### src/rtl/dmem_arbiter.sv
`default_nettype none
// ============================================================================
// Module      : dmem_arbiter
// Description : Round-robin two-port arbiter for a single-ported 32-bit data
//               memory, with atomic lock, range check and registered response.
// Revision    : 1.0 - initial release
// ============================================================================
module dmem_arbiter #(
    parameter int DEPTH_WORDS  = 256,
    parameter int RESET_PRIO   = 0,
    parameter int LOCK_TIMEOUT = 15
) (
    input  logic        clk,
    input  logic        rst_n,
    input  logic [1:0]  req_valid,
    output logic [1:0]  req_ready,
    input  logic [1:0]  req_we,
    input  logic [1:0]  req_lock,
    input  logic [3:0]  req_be0,
    input  logic [3:0]  req_be1,
    input  logic [31:0] req_addr0,
    input  logic [31:0] req_addr1,
    input  logic [31:0] req_wdata0,
    input  logic [31:0] req_wdata1,
    output logic [1:0]  resp_valid,
    output logic [1:0]  resp_err,
    output logic [31:0] resp_rdata0,
    output logic [31:0] resp_rdata1,
    output logic        mem_we,
    output logic [3:0]  mem_be,
    output logic [31:0] mem_addr,
    output logic [31:0] mem_wdata,
    input  logic [31:0] mem_rdata
);

    localparam int                 c_cnt_w   = $clog2(LOCK_TIMEOUT + 1);
    localparam logic [c_cnt_w-1:0] c_timeout = c_cnt_w'(LOCK_TIMEOUT);
    localparam logic [31:0]        c_depth   = 32'(DEPTH_WORDS);

    typedef enum logic [1:0] {
        S_IDLE  = 2'd0,
        S_LOCK0 = 2'd1,
        S_LOCK1 = 2'd2
    } state_t;

    state_t             r_state;
    logic               r_prio;
    logic [c_cnt_w-1:0] r_lock_cnt;
    logic [1:0]         r_resp_valid;
    logic [1:0]         r_resp_err;
    logic [31:0]        r_rdata0;
    logic [31:0]        r_rdata1;

    logic [1:0]  w_ready;
    logic        w_gnt;
    logic        w_port;
    logic        w_we;
    logic        w_lock;
    logic [3:0]  w_be;
    logic [31:0] w_addr;
    logic [31:0] w_wdata;
    logic        w_in_range;

    // Grant is forced off while reset is asserted so nothing reaches memory.
    always_comb begin
        w_ready = 2'b00;
        if (rst_n) begin
            case (r_state)
                S_IDLE: begin
                    if (&req_valid) w_ready[r_prio] = 1'b1;
                    else            w_ready = req_valid;
                end
                S_LOCK0: w_ready[0] = req_valid[0];
                S_LOCK1: w_ready[1] = req_valid[1];
                default: w_ready = 2'b00;
            endcase
        end
    end

    assign w_gnt  = |w_ready;
    assign w_port = w_ready[1];

    always_comb begin
        w_we    = 1'b0;
        w_lock  = 1'b0;
        w_be    = 4'h0;
        w_addr  = 32'h0;
        w_wdata = 32'h0;
        if (w_ready[1]) begin
            w_we    = req_we[1];
            w_lock  = req_lock[1];
            w_be    = req_be1;
            w_addr  = req_addr1;
            w_wdata = req_wdata1;
        end else if (w_ready[0]) begin
            w_we    = req_we[0];
            w_lock  = req_lock[0];
            w_be    = req_be0;
            w_addr  = req_addr0;
            w_wdata = req_wdata0;
        end
    end

    assign w_in_range = ({2'b00, w_addr[31:2]} < c_depth);

    assign mem_we    = w_gnt & w_we & w_in_range;
    assign mem_be    = mem_we ? w_be : 4'h0;
    assign mem_addr  = w_addr;
    assign mem_wdata = w_wdata;

    always_ff @(posedge clk or negedge rst_n) begin
        if (!rst_n) begin
            r_state      <= S_IDLE;
            r_prio       <= 1'(RESET_PRIO);
            r_lock_cnt   <= '0;
            r_resp_valid <= 2'b00;
            r_resp_err   <= 2'b00;
            r_rdata0     <= 32'h0;
            r_rdata1     <= 32'h0;
        end else begin
            r_resp_valid <= w_ready;
            r_resp_err   <= w_ready & {2{~w_in_range}};
            // Read data is captured before the write lands, so writes return the old word.
            if (w_ready[0]) r_rdata0 <= w_in_range ? mem_rdata : 32'h0;
            if (w_ready[1]) r_rdata1 <= w_in_range ? mem_rdata : 32'h0;

            case (r_state)
                S_IDLE: begin
                    if (w_gnt) begin
                        r_prio     <= ~w_port;
                        r_lock_cnt <= '0;
                        if (w_lock) r_state <= w_port ? S_LOCK1 : S_LOCK0;
                    end
                end
                S_LOCK0, S_LOCK1: begin
                    if (w_gnt) begin
                        r_lock_cnt <= '0;
                        if (!w_lock) r_state <= S_IDLE;
                    end else if (r_lock_cnt == c_timeout) begin
                        // Forced release hands priority to the port that was locked out.
                        r_state    <= S_IDLE;
                        r_lock_cnt <= '0;
                        r_prio     <= (r_state == S_LOCK0);
                    end else begin
                        r_lock_cnt <= r_lock_cnt + 1'b1;
                    end
                end
                default: r_state <= S_IDLE;
            endcase
        end
    end

    assign req_ready   = w_ready;
    assign resp_valid  = r_resp_valid;
    assign resp_err    = r_resp_err;
    assign resp_rdata0 = r_rdata0;
    assign resp_rdata1 = r_rdata1;

endmodule
`default_nettype wire
### config.mk
export PLATFORM = sky130hd
export DESIGN_NAME = dmem_arbiter
export DESIGN_NICKNAME = d
export VERILOG_FILES = /design/src/rtl/dmem_arbiter.sv
export SDC_FILE = /design/constraint.sdc
export NUM_CORES = 1
export LEC_CHECK = 0
export BUFFER_PORTS_ARGS = -buffer_cell sky130_fd_sc_hd__buf_2
export CORE_AREA = 2 2 121 123
export DETAILED_ROUTE_END_ITERATION = 8
export DIE_AREA = 0 0 123 125
export GPL_ROUTABILITY_DRIVEN = 1
export PLACE_DENSITY_LB_ADDON = 0.08
export SKIP_LAST_GASP = 1
export SLEW_MARGIN = 20
export SYNTH_ARGS = -nofsm -noshare
export SYNTH_HDL_FRONTEND = slang
export SYNTH_SLANG_ARGS = --single-unit
### constraint.sdc
create_clock -name clk -period 1.9 [get_ports clk]
set_clock_uncertainty 0.05 [all_clocks]
set_input_delay 0.285 -clock clk [delete_from_list [all_inputs] [get_ports clk]]
set_output_delay 0.285 -clock clk [all_outputs]
set_load 0.005 [all_outputs]
Word-level counts from Yosys, hierarchy flattened --
Index checks and enable logic that the tools add are counted.
Cells by class: add/sub/neg operators 1, multiply operators 0, divide/modulo/power cells 0, $lt $le $gt $ge 3, equal/unequal tests 9, shifts and indexed selects 0, mux-type cells 33, bitwise gates (word level) 5, reduce and logical (&&, ||, !) cells 9
Operators by type and width (number):
- $mux 32 | 5
- $lt 30x9->1 const B | 1
- $mux 4 | 6
- $mux 2 | 8
- $mux 1 | 8
- $ne 2x2->1 const B | 4
- $pmux 4 s2 | 1
- $reduce_and 4->1 | 2
- $ne 3x3->1 const B | 2
- $pmux 1 s2 | 3
- $add 4x1->4 const B | 1
- $eq 4x4->1 const B | 1
- $pmux 2 s2 | 1
- $reduce_and 2->1 | 2
- $reduce_or 2->1 | 2
- $and 1x1->1 | 2
- $and 2x2->2 | 1
- $eq 2x1->1 const B | 1
- $eq 2x2->1 const B | 1
- $logic_not 2->1 | 1
- $lt 1x2->1 const B | 1
- $not 1->1 | 2
- $reduce_bool 2->1 | 1
- $demux 1 s1 | 1
- other kinds (2) | 2
Storage, ports and cells: register bits 75, latch bits 0, RAM bits 0, memory bits (read-only) 0, output and inout bits 139, word-level logic and storage cells 67, memories 0

Longest topological paths before layout --
depth in word-level cells 12, gate-level depth with buffers 10

Least setup slack after synthesis --
No wires, ideal clock.
kind reg-to-output, start point reg r_state[0], end point out mem_be[0], arrival time 1.775 ns, data required time 1.565 ns, slack -0.210 ns, cell stages (with the launch flop) 11, path through dfrtp_1 -> inv_1 -> ha_1 -> buf_2 -> o211ai_1 -> or2_0 -> buf_4 -> nor2_4 -> buf_2 -> a22oi_1 -> nor2_1
Between the ends: longest elaborated chain between the ends 8
RTL lines:
- start: declaration | line 46 | state_t r_state;
- start signal: assignment | line 132 | if (w_lock) r_state <= w_port ? S_LOCK1 : S_LOCK0;
- $eq 2x1->1 / $logic_not 2->1 (equally long branches) | line 68 | case (r_state)
- $pmux 1 s2 | line 68
- $mux 2 * | line 67 | if (rst_n) begin
- $mux 32 / $mux 1 (equally long branches) | line 95 | end else if (w_ready[0]) begin
- $mux 32 / $mux 1 (equally long branches) | line 89 | if (w_ready[1]) begin
- $lt 30x9->1 / $and 1x1->1 (equally long branches) | line 104, 106
- $and 1x1->1 | line 106 | assign mem_we = w_gnt & w_we & w_in_range;
- $mux 4 * | line 107 | assign mem_be = mem_we ? w_be : 4'h0;
- end: declaration | line 30 | output logic [3:0] mem_be,
Mark *: on every way between the ends. The rest lies on a longest branch, timed or not.

Worst setup path after layout --
start point reg r_state[0], end point out mem_wdata[31]
Between the ends: longest elaborated chain between the ends 5
RTL lines:
- $eq 2x1->1 / $logic_not 2->1 (equally long branches) | line 68
- $pmux 1 s2 | line 68
- $mux 2 * | line 67
- $mux 32 | line 95
- $mux 32 * | line 89
- end: declaration | line 32 | output logic [31:0] mem_wdata,
Marked as above.

==> impl_results.md <==
- TritonCTS buffer count: 9
- Hold WC Path Type: primary input to flip-flop
- Largest net degree at the start of global routing: 75
- Area Overhead vs Synth: 85.87%
- Layout cells sized above 1: 59.64%
- Die area: 15380 sq um
- CP Data Required Time: 1.56 ns
- Slew Limit Fails: 0
- Met1 usage: 27.07%
- Failing checks: negative setup slack
- Worst vdd rail ir drop: 0.0004977 V
- CTS root buf: clkbuf_16
- All-Layer GR Usage: 21.39%
- Status: complete, but fails checks
- Fin cells: 968
- Post-synth ARST share: 100.0%
- GRT Residual Overflow: 0
- GP Congestion: 0.8430
- F_max: 393.2 MHz
- Vias: 4830
- Post-Syn Nets: 580
- Buf/Inv on CP: 5
- Met2 GRT Util: 36.72%
- GR Util met3: 4.197%
- I/O Buffers: 314
- Clock net sink count: 75
- Placed cells: 911
- Slew headroom: 37.25%
- Main combinational cell family by area after synthesis: compound AO/OA/AOI/OAI gates
- Io pins: 315
- First-pass GRT wire length: 25340 microns
- Chip Height: 125 microns
- Hold Fails Final Rpt: 0
- Period utilisation layout: 133.9%
- Static Leak: 3.900 nW
- Total number of yosys warnings: 0
- H-tree Lvls: 3
- CP max stage cell: dfrtp_1
- Yosys reg bits: 75
- Initial Util: 27.43%
- Max Root-Sink Buffers: 2
- Arr. time, crit path: 2.21 ns
- Worst Slack Setup Final: -0.6435 ns
- Routed vias/inst: 4.990
- Simple-Gate Fraction of Synth Area: 14.52%
- Multiplexer share of the synthesized area: 0.2569%
- Synth Flop Type: dfrtp_1
- Critical path's largest stage delay: 0.39 ns
- GRT busiest layer: met2
- Core area: 14200 sq um
- Synth Cell Area: 3896 sq um
- Post-synthesis sequential area ratio: 48.17%
- Crit path kind: flip-flop to primary output
- Total chip power: 6.332 mW
- Clk Latency, worst-skew pair: 0.32 ns
- CTS tree: done
- Clock transition at the registers of the reported paths: 0.06 ns
- Critical-path cell list: buf_4 > ha_4 > o211ai_1 > or2_4 > nor2_4 > buf_12 > buf_12 > buf_4 > a22o_1 > buf_6
- Die width: 123 microns
- Std-Cell Rows: 44
- Number of synthesized flops with an enable pin: 0
- CP Capture Type: primary output
- Max cap viols: 0
- Adder-Cell Fraction of Synth Area: 1.285%
- Detail Route Antenna Nets: 0
- XOR/XNOR Fraction of Synth Area: 0%
- Crit-path max FO: 8
- RSZ-0062 raised after global routing: true
- Avg Inst Size Synth: 9.741 sq um
- DRT Pass-1 Iters: 4
- Post-Route WL: 18120 microns
- Actual slew at the worst max-slew pin: 0.9412 ns
- DRC errors left: 0
- Delay-heaviest family, CP: buffers and inverters
- DPL Wire Length: 12620 microns
- Post-synthesis compound-gate area fraction: 30.80%
- Yosys cell types: 43
- Synth Instances: 400
- Setup crit start kind: flip-flop
- Cell Pwr Density: 874.3 nW/um^2
- Wire per inst: 18.72 microns
- Final #Nets: 959
- Vias in the first global route: 4774
- Antenna violations before repair: 0
- First DRT Iteration DRCs: 235
- Min cycle time layout: 2.543 ns
- Final setup fails: 144
## placed cells by master (no fill, tap or decap), types with 6 or more instances in the layout
cell	count
buf_2	311
a22o_1	96
dfrtp_1	75
nand2_1	74
buf_4	50
o21ai_2	22
clkbuf_16	16
o21ai_1	13
buf_6	13
buf_12	11
nor4_1	10
nor2_1	9
nand3_1	6
buf_8	6
## power by group
part	switching [mW]	total, mW	leakage (nW)	internal [mW]
clock network	0.638	1.72	0.145	1.09
logic	1.37	2.88	2.71	1.51
registers	0.0567	1.72	1.04	1.67
total	2.07	6.33	3.90	4.26
## what timing repair did
item                                    in CTS  in global routing
setup buffers                               20                 12
resized for setup                           56                 44
pin swaps                                   23                 37
endpoints found under the setup margin     144                144
hold buffers                                 1                  0
hold endpoints to repair                     1                  0
gates cloned                                 6                  7
## through the flow
step	worst slack [ns]	util, %	TNS (ns)	hold slack [ns]	cell area (sq um)
finish	-0.6435	50.99	-64.87	0.1366	7242
global route	-0.7145	50.97	-78.13	0.1388	7239
CTS	-0.6181	48.33	-58.04	0.1243	6864
detailed placement	-0.3875	42.36	-43.26	0.1440	6017
global placement	-0.3219	42.36	-35.42	0.1437	6017
floorplan	-0.1616	-	-11.65	-0.06059	3964
## worst paths after layout
path                       slack (ns)           start  depth (start not counted)              end
max                             -0.64      r_state[0]                         10    mem_wdata[31]
min                              0.14   mem_rdata[18]                          2  resp_rdata1[18]
max reg2reg                     -0.47      r_state[0]                         14  resp_rdata0[22]
min reg2reg                      0.42  resp_rdata0[0]                          2   resp_rdata0[0]
max in group asynchronous        1.01           rst_n                          2  resp_rdata0[29]
min in group asynchronous        0.18           rst_n                          2    r_lock_cnt[3]
## cell families after synthesis
family                     after synthesis
DFF                                     75
adders and majority gates                4
muxes                                    1
and+or+nand+nor                        122
AOI/OAI and AO/OA                      156
buffers and inverters                   42
## cells in the mapped netlist, types with 4 or more instances
cell      number  share of area (%)
inv_1          4               0.39
dfrtp_1       75                 48
a22o_1        97                 22
o21ai_1       30                3.9
a31oi_1        4               0.64
buf_2         24                3.1
nand2_1       74                7.1
a22oi_1        4               0.77
ha_1           4                1.3
nor4_1        10                1.6
o21ai_0        7               0.90
nor2_1        11                1.1
nand3_1        7               0.90
clkbuf_1      11                1.1
## metal layers
metal  vias up  wire [microns]
met3        19            1272
met2       187            9033
met1      2371            7541
met4         0             272
met5         -               0
li1       2253               -
## registers in the layout (all words and copies together), names as in the netlist
name         count
r_lock_cnt       4
r_prio           1
r_state          2
resp_err         2
resp_rdata0     32
resp_rdata1     32
resp_valid       2
## area by class of cell
type,count,area [sq um]
Tap cell,184,230.2
Antenna cell,1,2.502
Fill cell,1369,6962
Clock buffer,12,256.5
Timing Repair Buffer,404,2716
Multi-Input combinational cell,283,2076
Inverter,6,37.54
Sequential cell,75,1877
Clock inverter,3,46.29
(Power assumes the default switching activity.)
